## src/rtl/addsub_pkg.sv

```systemverilog
// addsub_pkg: mode encodings and default geometry shared by the addsub_pipe slice.
package addsub_pkg;
  typedef enum logic {MODE_ADD = 1'b0, MODE_SUB = 1'b1} mode_e;
  localparam int ADDSUB_WIDTH = 32;
  localparam int ADDSUB_CHUNK = 8;
endpackage

```

## src/rtl/addsub_chunk.sv

```systemverilog
// addsub_chunk: combinational CHUNK-bit slice adder, one per pipeline stage.
module addsub_chunk #(
  parameter int CHUNK = 8
) (
  input  logic [CHUNK-1:0] a_i,
  input  logic [CHUNK-1:0] b_i,
  input  logic             cin_i,
  output logic [CHUNK-1:0] sum_o,
  output logic             cout_o
);
  assign {cout_o, sum_o} = {1'b0, a_i} + {1'b0, b_i} + {{CHUNK{1'b0}}, cin_i};
endmodule

```

## src/rtl/addsub_pipe.sv

```systemverilog
// addsub_pipe: pipelined add/subtract, one CHUNK slice resolved per stage, valid/ready on both sides.
// Define ADDSUB_FLAGS_EN to add the V (signed overflow) and ZERO outputs.
module addsub_pipe
  import addsub_pkg::*;
#(
  parameter int WIDTH = ADDSUB_WIDTH,
  parameter int CHUNK = ADDSUB_CHUNK
) (
  input  logic             CLK,
  input  logic             RST,
  input  logic             IN_VALID,
  output logic             IN_READY,
  input  logic [WIDTH-1:0] X,
  input  logic [WIDTH-1:0] Y,
  input  logic             C_IN,
  input  logic             MODE,
  output logic             OUT_VALID,
  input  logic             OUT_READY,
  output logic [WIDTH-1:0] Z,
  output logic             C_OUT
`ifdef ADDSUB_FLAGS_EN
  ,
  output logic             V,
  output logic             ZERO
`endif
);
  localparam int S = (CHUNK > 0) ? WIDTH / CHUNK : 1;
  if (CHUNK <= 0 || WIDTH % ((CHUNK > 0) ? CHUNK : 1) != 0) begin : g_bad_cfg
    $error("addsub_pipe: WIDTH must be a nonzero multiple of CHUNK");
  end
  logic             en;
  logic [S-1:0]     vld_q, c_q, v_d, c_d, co;
  logic [WIDTH-1:0] a_q [S];
  logic [WIDTH-1:0] b_q [S];
  logic [WIDTH-1:0] z_q [S];
  logic [WIDTH-1:0] a_d [S];
  logic [WIDTH-1:0] b_d [S];
  logic [WIDTH-1:0] z_in [S];
  logic [WIDTH-1:0] z_d [S];
  logic [CHUNK-1:0] s [S];
  assign en        = !vld_q[S-1] || OUT_READY;
  assign IN_READY  = en;
  assign OUT_VALID = vld_q[S-1];
  assign Z         = z_q[S-1];
  assign C_OUT     = c_q[S-1];
  for (genvar k = 0; k < S; k++) begin : g_stage
    if (k == 0) begin : g_head
      assign v_d[k]  = IN_VALID;
      assign a_d[k]  = X;
      assign b_d[k]  = (MODE == MODE_SUB) ? ~Y : Y;
      assign c_d[k]  = (MODE == MODE_SUB) ? ~C_IN : C_IN;
      assign z_in[k] = '0;
    end else begin : g_body
      assign v_d[k]  = vld_q[k-1];
      assign a_d[k]  = a_q[k-1];
      assign b_d[k]  = b_q[k-1];
      assign c_d[k]  = c_q[k-1];
      assign z_in[k] = z_q[k-1];
    end
    addsub_chunk #(.CHUNK(CHUNK)) u_chunk (
      .a_i   (a_d[k][k*CHUNK +: CHUNK]),
      .b_i   (b_d[k][k*CHUNK +: CHUNK]),
      .cin_i (c_d[k]),
      .sum_o (s[k]),
      .cout_o(co[k])
    );
    // Slices at and above k are still zero in the travelling result, so OR-ing in is enough.
    assign z_d[k] = z_in[k] | (WIDTH'(s[k]) << (k * CHUNK));
  end
  always_ff @(posedge CLK or posedge RST)
    if (RST) begin
      vld_q <= '0;
      c_q   <= '0;
      for (int i = 0; i < S; i++) begin
        a_q[i] <= '0;
        b_q[i] <= '0;
        z_q[i] <= '0;
      end
    end else if (en) begin
      vld_q <= v_d;
      c_q   <= co;
      for (int i = 0; i < S; i++) begin
        a_q[i] <= a_d[i];
        b_q[i] <= b_d[i];
        z_q[i] <= z_d[i];
      end
    end
`ifdef ADDSUB_FLAGS_EN
  logic v_q, zero_q;
  always_ff @(posedge CLK or posedge RST)
    if (RST) begin
      v_q    <= 1'b0;
      zero_q <= 1'b0;
    end else if (en) begin
      v_q    <= (a_d[S-1][WIDTH-1] == b_d[S-1][WIDTH-1]) && (z_d[S-1][WIDTH-1] != a_d[S-1][WIDTH-1]);
      zero_q <= z_d[S-1] == '0;
    end
  assign V    = v_q;
  assign ZERO = zero_q;
`endif
endmodule

```

## config.mk

```make
export PLATFORM = sky130hd
export DESIGN_NAME = addsub_pipe
export DESIGN_NICKNAME = d
export VERILOG_FILES = /design/src/rtl/addsub_pkg.sv /design/src/rtl/addsub_chunk.sv /design/src/rtl/addsub_pipe.sv
export SDC_FILE = /design/constraint.sdc
export NUM_CORES = 1
export LEC_CHECK = 0
export ABC_AREA = 1
export CORE_MARGIN = 4
export CORE_UTILIZATION = 49
export CTS_CLUSTER_DIAMETER = 100
export CTS_CLUSTER_SIZE = 30
export DETAILED_ROUTE_END_ITERATION = 8
export MAX_ROUTING_LAYER = met4
export PLACE_DENSITY = 0.78
export SETUP_SLACK_MARGIN = 0.02
export SLEW_MARGIN = 30
export SYNTH_ARGS = -nofsm -noshare
export SYNTH_HDL_FRONTEND = slang
export SYNTH_HIERARCHICAL = 1
export SYNTH_SLANG_ARGS = --single-unit
```

## constraint.sdc

```tcl
create_clock -name CLK -period 5.1 [get_ports CLK]
set_input_delay 0.51 -clock CLK [delete_from_list [all_inputs] [get_ports CLK]]
set_output_delay 0.51 -clock CLK [all_outputs]
set_load 0.01 [all_outputs]
```

Word-level counts from Yosys, hierarchy flattened. Cells that the tools add are included.

Add/sub/neg operators: 8. Muxes and demuxes: 2. Bitwise operators: 5. Reduce and logical (&&, ||, !) cells: 2.

Operators with widths (number): $add A8 B8 Y9 (4); $add A9 B1 Y9 (4); $mux W32 (1); $not A32 Y32 (1); $or A32 B24 Y32 (1); $or A32 B32 Y32 (1); $or A8 B16 Y16 (1); $logic_not A1 Y1 (1); $logic_or A1 B1 Y1 (1); $mux W1 (1); $not A1 Y1 (1).

Register bits after elaboration: 304. Input bits: 70. Logic and storage cells: 29.

Depth between registers and ports, before layout. Gate-level depths: netlist (run 1).

Depth in word-level cells: 4. Mapped depth: 13. Depth with buffers taken out: 11.

By module. Netlist (run 1), hierarchy kept.

By module, submodules not included: addsub_pipe (times used 1, cells an instance 830, area an instance 7399.6 um^2, seq. area each 4604.4 um^2); addsub_chunk (g_stage[1].u_chunk ...) (times used 3, cells an instance 59, area an instance 384.1 um^2, seq. area each 0.0 um^2); addsub_chunk (g_stage[0].u_chunk) (times used 1, cells an instance 59, area an instance 382.9 um^2, seq. area each 0.0 um^2).

Worst setup path before layout (run 1). No wires, ideal clock.

Path kind: in2reg. From: in MODE. To: reg c_q[0]. Data arrival time: 2304 ps. Setup slack: 2679 ps. Stages: 13. Path buffers: 2. Cells stage by stage: buf_2 -> buf_4 -> xor2_1 -> fa_1 -> fa_1 -> nand2_1 -> nand2_1 -> nand3b_4 -> nand2_1 -> nand2_1 -> nand2_1 -> nand2_1 -> nand2_1.

RTL lines: start: declaration (RTL line addsub_pipe.sv:16) `input logic MODE,`; end signal: assignment (RTL line addsub_pipe.sv:81) `c_q <= co;`; end: declaration (RTL line addsub_pipe.sv:32) `logic [S-1:0] vld_q, c_q, v_d, c_d, co;`.

Worst setup path after layout (run 1).
From: in OUT_READY. To: out IN_READY.

Longest elaborated chain between the ends: 1.

RTL lines: start: declaration (RTL line addsub_pipe.sv:18) `input logic OUT_READY,`; $logic_or A1 B1 Y1 (RTL line addsub_pipe.sv:41) `assign en = !vld_q[S-1] || OUT_READY;`; end: declaration (RTL line addsub_pipe.sv:12) `output logic IN_READY,`.

Every way passes these cells.

==> qor.txt, run 1 <==
Status -> completed
CP required -> 4.59 ns
Top Ports -> 105
Clock Power Share -> 20.2%
Actual slew at the worst max-slew pin -> 0.808 ns
Die width -> 143 um
Post-synth top area cell -> dfrtp_1
Crit-path slowest cell -> clkdlybuf4s50_1
Final Cell Area -> 10,600 um2
IO Port Bufs -> 104
Antenna Nets Post-Route -> 0
Combinational fraction of design power -> 40.9%
Final Cycle Share -> 55.8%
Setup violators final -> 0
Grt ovf -> 0
Max-slew headroom -> 46.2%
Hold/Removal Path Class -> reg2reg
Starting Density -> 49.7%
Sw frac -> 37.1%
Worst Reg-to-Reg Cells -> 10
Largest net degree at the start of global routing -> 185
Largest delay share family, worst path -> buffers and inverters
CP Capture Type -> primary output
Max IR drop VDD -> 0.276 mV
Mapped Cells -> 1,066
TritonCTS Buffers -> 17
Hold Crit Start -> vld_q[2]
Fin. max-slew vios -> 0
Final WL -> 16,900 um
DRC -> 0
Clock buffer depth -> 2
Worst reg2reg path startpoint -> a_d[72]
Worst-case clock skew -> 0.00607 ns
CP Max Fanout -> 66
Startpoint type of the worst setup path -> input port
DR WL/cell -> 12.1 um
Worst skew pair latency -> 0.42 ns
Iteration-0 DRC count of the detailed router -> 434
CTS tree -> yes
Post-placement cell area -> 9970 um2
Min Tclk post-route -> 2.85 ns
PostCTS Resize Cnt -> 0
Area grow syn2layout -> 18.3%
Critical Path, Cell by Cell -> clkdlybuf4s50_1 -> inv_1 -> nand2_4 -> clkdlybuf4s50_1
F_max -> 351 MHz
Top cell type's share of synthesized area -> 51.5%
Clk pin slew, worst setup/hold paths -> 0.06 ns
Filler cells -> 1,626
Mapped Nets -> 1,172
Max-cap viol count -> 0
Post-CTS setup buffers -> 0
Clock Tree Root -> clkbuf_16
Core area -> 18,000 um2
Initial antenna violation count -> 0
Slowest stage delay, CP -> 0.68 ns
Worst R2R End -> z_in[46]
WP buf/inv -> 3
H-Tree Depth -> 4
FF+latch area -> 4600 um2
P_int -> 3930 uW
Row count -> 49
Register-to-register setup slack -> 3.02 ns
Hpwl dp -> 11,000 um
GP Congestion -> 0.835
Number of global-route vias before repair -> 6,254
Post-Syn Area -> 8930 um2
Final nets -> 1,255
Post-route setup TNS -> 0 ns
Cell Pwr Density -> 592 nW/um2
Avg Cell Area, Syn -> 8.38 um2
RSZ-0062 raised after global routing -> false
Via-to-Cell Ratio -> 4.74
Reg power frac -> 38.9%
Diodes inserted -> 0
Hold EP -> vld_q[3]
Yosys cell types -> 23
Final Hold Viols -> 0
Top cells by area, synth -> dfrtp_1 52%, nand2_1 22%, o21ai_0 4.2%, inv_1 4.0%, ha_1 3.9%
Worst EP arrival -> 2.34 ns
Sequential share of the synthesized area -> 51.5%
Yosys reg bits -> 184
Hold Path Depth -> 2
Clock sink total -> 184
Overall global routing resource usage -> 18.0%
Yosys warns -> 6
Kind of critical path -> in2out
Initial DRT Pass Iterations -> 8
Area occupied by multi-input gates -> 3600 um2
Layout cells sized above 1 -> 6.11%
Die ar. -> 20,500 um2
First-pass GRT wire length -> 29,100 um
Via Count -> 6,590
Switching power -> 2320 uW
Most used cell, CP -> clkdlybuf4s50_1
Hold_buf cts -> 0
Die H -> 143 um
Pleak -> 0.00556 uW
## flip-flops by register name, summed over array words and instances, names as in the netlist
signal  flops
z_in       48
b_d        48
c_q         4
a_d        48
vld_q       4
Z          32
## per-stage QoR
stage	std cells	setup slack [ns]	utilization (%)	power, uW	hold WS, ns
2_1_floorplan	1066	2.23	-	4370	0.420
3_3_place_gp	1358	1.86	55.5	4930	0.434
3_5_place_dp	1358	1.78	55.5	5040	0.438
4_1_cts	1390	2.24	58.7	6340	0.453
5_1_grt	1391	2.05	58.8	6840	0.485
6_report	1391	2.25	58.8	6260	0.454
## power groups by stage
stage	sequential, uW	clock [uW]	combinational, uW
4_1_cts	2440	1300	2600
3_3_place_gp	2430	0	2500
2_1_floorplan	2440	0	1930
5_1_grt	2520	1360	2960
3_5_place_dp	2460	0	2580
6_report	2430	1260	2560
## worst max-delay path by stage
stage,start,slack (ns),cells after the start,endpoint
after floorplan,RST,2.23,1,Z[0]
after global placement,MODE,1.86,12,c_q[0]
after detailed placement,MODE,1.78,12,c_q[0]
after CTS,MODE,2.24,12,c_q[0]
after global routing,MODE,2.05,12,c_q[0]
final,OUT_READY,2.25,4,IN_READY
## placed cells by master (no fill, tap or decap)
cell type / netlist / final
clkinvlp_4: 0 / 3
buf_4: 10 / 2
a21oi_1: 11 / 11
buf_12: 0 / 2
o21ai_0: 75 / 75
buf_6: 20 / 1
nand3b_1: 4 / 4
xnor2_1: 8 / 8
or2_4: 8 / 8
ha_1: 28 / 28
nand3_1: 37 / 37
bufinv_16: 0 / 1
inv_2: 3 / 3
clkbuf_16: 0 / 17
nand2_1: 515 / 514
clkdlybuf4s50_1: 0 / 104
clkinv_2: 0 / 3
inv_1: 95 / 94
nand3b_4: 4 / 4
clkinv_4: 0 / 3
a21oi_4: 1 / 1
clkbuf_1: 5 / 2
clkbuf_8: 0 / 3
inv_6: 0 / 1
nor2_4: 0 / 1
nand2_2: 10 / 10
nand3_2: 3 / 3
nor2_1: 10 / 9
dfrtp_1: 184 / 184
nor2_2: 3 / 3
buf_16: 0 / 1
nand2_4: 0 / 1
xor2_1: 13 / 13
fa_1: 8 / 8
## worst reg2reg max path, cell delays in order, from the launching register on
cell	delay [ns]
dfrtp_1	0.40
fa_1	0.46
fa_1	0.42
nand2_1	0.10
nand2_1	0.10
nand3b_4	0.09
nand2_1	0.06
nand2_1	0.06
nand2_1	0.06
nand2_1	0.06
o21ai_0	0.10
## per-layer routing
| layer | vias up | routed length, um | GRT usage [%] |
|---|---|---|---|
| met2 | 115 | 7920 | 27.8 |
| met3 | 20 | 608 | 3.18 |
| met1 | 3026 | 8110 | 24.2 |
| met5 | - | 0 | - |
| li1 | 3429 | - | - |
| met4 | 0 | 240 | 6.35 |
## cell usage after synthesis, drive strengths merged
| library cell | number |
|---|---|
| o21ai | 75 |
| nor2 | 13 |
| inv | 98 |
| fa | 8 |
| ha | 28 |
| xnor2 | 8 |
| dfrtp | 184 |
| nand3b | 8 |
| nand3 | 40 |
| xor2 | 13 |
| buf | 41 |
| or2 | 8 |
| nand2 | 525 |
| a21oi | 12 |
| clkbuf | 5 |
## layout make-up
class	instances	area share, %
clock inverters	10	0.900
multi-input cells	738	34.1
clock buffers	22	4.49
inverters	98	3.52
flip-flops and latches	184	43.6
well taps	229	2.71
repair buffers	110	10.7
## cell families (layout without fill, tap and decap cells)
family                   after synthesis  count (layout)  synth area share, %
AO/OA/AOI/OAI                         87              87                 5.00
XOR/XNOR                              21              21                 2.06
adder cells (fa/ha/maj)               36              36                 5.71
buffers and inverters                144             240                 8.30
flip-flops                           184             184                 51.5
AND/OR/NAND/NOR                      594             594                 27.4
Power figures use the tool's default switching activity.
==> run 2, diff against run 1 <==
--- a/config.mk
+++ b/config.mk
@@ -12,7 +12,7 @@
 export CTS_CLUSTER_SIZE = 30
 export DETAILED_ROUTE_END_ITERATION = 8
 export MAX_ROUTING_LAYER = met4
-export PLACE_DENSITY = 0.78
+export PLACE_DENSITY = 0.75
 export SETUP_SLACK_MARGIN = 0.02
 export SLEW_MARGIN = 30
 export SYNTH_ARGS = -nofsm -noshare
==> constraint.sdc (replaced) <==
create_clock -name CLK -period 2.7 [get_ports CLK]
set_input_delay 0.27 -clock CLK [delete_from_list [all_inputs] [get_ports CLK]]
set_output_delay 0.27 -clock CLK [all_outputs]
set_load 0.01 [all_outputs]
==> run 2 against run 1 <==
- routed wire length shrank 1.8%
- clock skew rose by 0.0029 ns
- first-iteration DRC count down 31%
- clock-buffer cell count fell by 5
- utilization is 0.36 points higher
- register-to-register slack got worse by 2.4 ns
- critical path type is now in2reg
- highest routed layer unchanged
==> qor.txt, run 2 (same netlist as run 1, synthesis figures left out) <==
CP Max Fanout -> 32
Worst EP arrival -> 2.46 ns
F_max -> 467 MHz
Crit-path slowest cell -> clkdlybuf4s50_1
Clk pin slew, worst setup/hold paths -> 0.07 ns
Final Cell Area -> 10,600 um2
Worst skew pair latency -> 0.43 ns
Max-slew headroom -> 41.7%
FF+latch area -> 4600 um2
Register-to-register setup slack -> 0.65 ns
Final Cycle Share -> 79.3%
Clock Tree Root -> clkbuf_16
Worst-case clock skew -> 0.00901 ns
Starting Density -> 49.7%
Startpoint type of the worst setup path -> input port
Most frequent cells in the layout -> 514 x nand2_1, 184 x dfrtp_1, 104 x clkdlybuf4s50_1
IO Port Bufs -> 104
Worst R2R End -> z_in[22]
RSZ-0062 raised after global routing -> false
Antenna Nets Post-Route -> 0
Fin. max-slew vios -> 0
Diodes inserted -> 0
Initial DRT Pass Iterations -> 4
H-Tree Depth -> 4
Max IR drop VDD -> 0.528 mV
Core area -> 18,000 um2
Row count -> 49
Worst reg2reg path startpoint -> a_d[48]
Post-CTS setup buffers -> 0
Clock sink total -> 184
GP Congestion -> 0.846
Post-route setup TNS -> 0 ns
Most used cell, CP -> nand2_1
Largest net degree at the start of global routing -> 117
Max-cap viol count -> 0
Commonest non-fill, non-tap cell in the layout -> nand2_1
Actual slew at the worst max-slew pin -> 0.873 ns
Hold Worst Slack -> 0.318 ns
Number of global-route vias before repair -> 6,288
Iteration-0 DRC count of the detailed router -> 299
Grt ovf -> 0
Die H -> 143 um
Initial antenna violation count -> 0
Layout cells sized above 1 -> 6.44%
Via Count -> 6,556
Kind of critical path -> in2reg
Final nets -> 1,257
Cell Pwr Density -> 1120 nW/um2
Top Ports -> 105
Final WL -> 16,600 um
Clock buffer depth -> 2
Largest delay share family, worst path -> buffers and inverters
Hold/Removal Path Class -> in2async
Critical Path, Cell by Cell -> clkdlybuf4s50_1 -> buf_4 -> xor2_1 -> fa_1 -> nand2_1 -> nand2_1 -> nand3b_4 -> nand2_1 -> nand2_1 -> nand2_1 -> nand2_1 -> nand2_1
PostCTS Resize Cnt -> 0
Die ar. -> 20,500 um2
Setup violators final -> 0
Area grow syn2layout -> 19.0%
CP Capture Type -> flop
Filler cells -> 1,638
Hpwl dp -> 11,000 um
Final Hold Viols -> 0
DRC -> 0
Area occupied by multi-input gates -> 3600 um2
TritonCTS Buffers -> 17
CTS tree -> yes
Status -> completed
Critical path origin -> MODE
WP buf/inv -> 2
Post-placement cell area -> 10,000 um2
Die width -> 143 um
CP required -> 3.02 ns
Worst Reg-to-Reg Cells -> 10
Pleak -> 0.00559 uW
DR WL/cell -> 11.9 um
Slowest stage delay, CP -> 0.54 ns
Hold_buf cts -> 0
Overall global routing resource usage -> 17.6%
Via-to-Cell Ratio -> 4.71
Min Tclk post-route -> 2.14 ns
First-pass GRT wire length -> 28,600 um
-- run 2: cell types whose count changed in the layout (fill, tap and decap cells not counted), moves of 3 or more --
| cell | delta |
|---|---|
| buf_12 | +3 |
| inv_6 | +3 |
| clkinv_2 | -3 |
| inv_8 | +5 |
| clkbuf_8 | -3 |
-- run 2: layout make-up --
type / count / share of cell area [%]
Sequential cell: 184 / 43.3
Multi-Input combinational cell: 738 / 33.9
Timing Repair Buffer: 112 / 10.9
Clock buffer: 17 / 4.00
Inverter: 98 / 3.49
Tap cell: 229 / 2.69
Clock inverter: 15 / 1.69
-- run 2: per-stage QoR --
stage                     setup slack (ns)  instances  utilization, %  power (uW)
after CTS                            0.552       1393            59.2       12100
after floorplan                     0.0655       1066               -        8260
after detailed placement             0.109       1361            55.8        9530
final                                0.560       1393            59.2       11900
after global placement               0.192       1361            55.8        9360
after global routing                 0.389       1393            59.2       13100
-- run 2: how the worst max path moves through the flow --
stage | end | slack [ns] | cells past startpoint
2_1_floorplan | Z[0] | 0.07 | 1
3_3_place_gp | c_q[0] | 0.19 | 12
3_5_place_dp | c_q[0] | 0.11 | 12
4_1_cts | z_in[70] | 0.55 | 12
5_1_grt | z_in[70] | 0.39 | 12
6_report | z_in[70] | 0.56 | 12
-- run 2: worst min-delay path: stages --
cell,delay [ns]
clkdlybuf4s50_1,0.44
clkinvlp_4,0.13
buf_12,0.31
-- run 2: power by group --
part | switching, uW | internal [uW]
clock network | 1170 | 1330
registers | 612 | 3970
logic | 2720 | 2140
-- run 2: layer usage --
layer	up-vias	part of all wire (%)	GRT usage, %
met5	-	0	-
met3	16	3.3	2.85
li1	3437	-	-
met4	0	1.2	5.35
met1	3011	47	23.1
met2	92	49	28.4
==> run 3, diff against run 2 <==
==> constraint.sdc (replaced) <==
create_clock -name CLK -period 2.2 [get_ports CLK]
set_input_delay 0.22 -clock CLK [delete_from_list [all_inputs] [get_ports CLK]]
set_output_delay 0.22 -clock CLK [all_outputs]
set_load 0.01 [all_outputs]
==> run 3 against run 2 <==
- sequential power is 23% higher
- first-iteration DRC count up 20%
- global-route usage rose by 0.47 points
- worst setup slack lost 0.38 ns
- hold slack got worse by 0.061 ns
- critical path type is now reg2reg
- largest power group unchanged
==> qor.txt, run 3 (same netlist as run 1, synthesis figures left out) <==
Diodes inserted -> 0
Pwr Total -> 14,500 uW
F_max -> 494 MHz
Grt ovf -> 0
H-Tree Depth -> 4
Min Tclk post-route -> 2.02 ns
Hpwl dp -> 11,200 um
GP Congestion -> 0.865
Hold_buf cts -> 0
Kind of critical path -> reg2reg
Fin. max-slew vios -> 0
Layout cells sized above 1 -> 6.92%
Via-to-Cell Ratio -> 4.76
Top Ports -> 105
Final Hold Viols -> 0
Clk pin slew, worst setup/hold paths -> 0.07 ns
Antenna Nets Post-Route -> 0
Clock buffer depth -> 2
Setup violators final -> 0
Worst EP arrival -> 2.32 ns
TritonCTS Buffers -> 17
Hold Worst Slack -> 0.257 ns
Final Cycle Share -> 91.9%
Starting Density -> 49.7%
Post-CTS setup buffers -> 0
Row count -> 49
Filler cells -> 1,605
Die width -> 143 um
Area occupied by multi-input gates -> 3600 um2
Status -> completed
Via Count -> 6,659
Worst reg2reg path startpoint -> a_d[72]
Initial antenna violation count -> 0
Max-slew headroom -> 62.1%
Max IR drop VDD -> 0.626 mV
Most frequent cells in the layout -> 514 x nand2_1, 184 x dfrtp_1, 103 x clkdlybuf4s50_1
CP required -> 2.50 ns
First-pass GRT wire length -> 29,000 um
Initial DRT Pass Iterations -> 4
Startpoint type of the worst setup path -> flop
CP Capture Type -> flop
Worst skew pair latency -> 0.43 ns
Actual slew at the worst max-slew pin -> 0.568 ns
FF+latch area -> 4600 um2
PostCTS Resize Cnt -> 0
Die ar. -> 20,500 um2
CP Max Fanout -> 2
RSZ-0062 raised after global routing -> false
Clock sink total -> 184
Register-to-register setup slack -> 0.18 ns
Final WL -> 16,900 um
DRC -> 0
Max-cap viol count -> 0
Clock Tree Root -> clkbuf_16
Core area -> 18,000 um2
Pleak -> 0.00561 uW
CTS tree -> yes
IO Port Bufs -> 104
Largest net degree at the start of global routing -> 149
Number of global-route vias before repair -> 6,412
Worst Reg-to-Reg Cells -> 10
Die H -> 143 um
Area grow syn2layout -> 19.1%
Hold/Removal Path Class -> in2async
Commonest non-fill, non-tap cell in the layout -> nand2_1
Iteration-0 DRC count of the detailed router -> 359
DR WL/cell -> 12.1 um
Cell Pwr Density -> 1370 nW/um2
Final nets -> 1,263
Overall global routing resource usage -> 18.1%
Worst R2R End -> z_in[46]
Worst-case clock skew -> 0.00873 ns
[run 3: cell types whose count changed in the layout (fill, tap and decap cells not counted), sizes merged]
cell	previous run	this run
dlymetal6s2s	0	1
bufinv	1	0
buf	8	14
clkdlybuf4s50	104	103
inv	106	105
clkinvlp	1	3
[run 3: per-stage QoR]
stage | TNS (ns) | instance area, um2 | util (%) | instances | worst slack, ns
2_1_floorplan | -70.75 | 8940 | - | 1066 | -0.385
3_3_place_gp | -1.10 | 10100 | 56.1 | 1367 | -0.228
3_5_place_dp | -2.01 | 10100 | 56.1 | 1367 | -0.358
4_1_cts | 0 | 10600 | 59.2 | 1399 | 0.0902
5_1_grt | 0 | 10600 | 59.2 | 1399 | 0.0328
6_report | 0 | 10600 | 59.2 | 1399 | 0.177
[run 3: area by class of cell]
type | instances | area share [%]
flip-flops and latches | 184 | 43.3
multi-input cells | 738 | 33.9
repair buffers | 118 | 11.4
clock buffers | 17 | 4.00
inverters | 98 | 3.49
well taps | 229 | 2.69
clock inverters | 15 | 1.27
[run 3: how the worst max path moves through the flow]
stage / end / from / cells after the start / slack (ns)
finish: z_in[46] / a_d[72] / 10 / 0.18
global route: z_in[46] / a_d[72] / 10 / 0.03
CTS: c_q[0] / MODE / 12 / 0.09
detailed placement: c_q[0] / MODE / 12 / -0.36
global placement: c_q[0] / MODE / 12 / -0.23
floorplan: Z[0] / RST / 1 / -0.38
[run 3: metal layers]
| layer | routed length, um | track usage, % |
|---|---|---|
| met1 | 7720 | 23.6 |
| met2 | 8130 | 28.1 |
| met3 | 601 | 3.22 |
| met4 | 425 | 7.70 |
| met5 | 0 | - |
[run 3: worst max-delay path: stages, from the launching register on]
cell and delay, ns:
dfrtp_1 0.40, fa_1 0.47, fa_1 0.43, nand2_1 0.09, nand2_1 0.10, nand3b_4 0.09
nand2_1 0.07, nand2_1 0.06, nand2_1 0.06, nand2_1 0.06, o21ai_0 0.07
[run 3: power breakdown]
part / switching [uW] / internal, uW / total (uW)
Sequential: 767 / 4870 / 5640
Combinational: 3340 / 2640 / 5990
Clock: 1410 / 1500 / 2900
Total: 5520 / 9010 / 14500
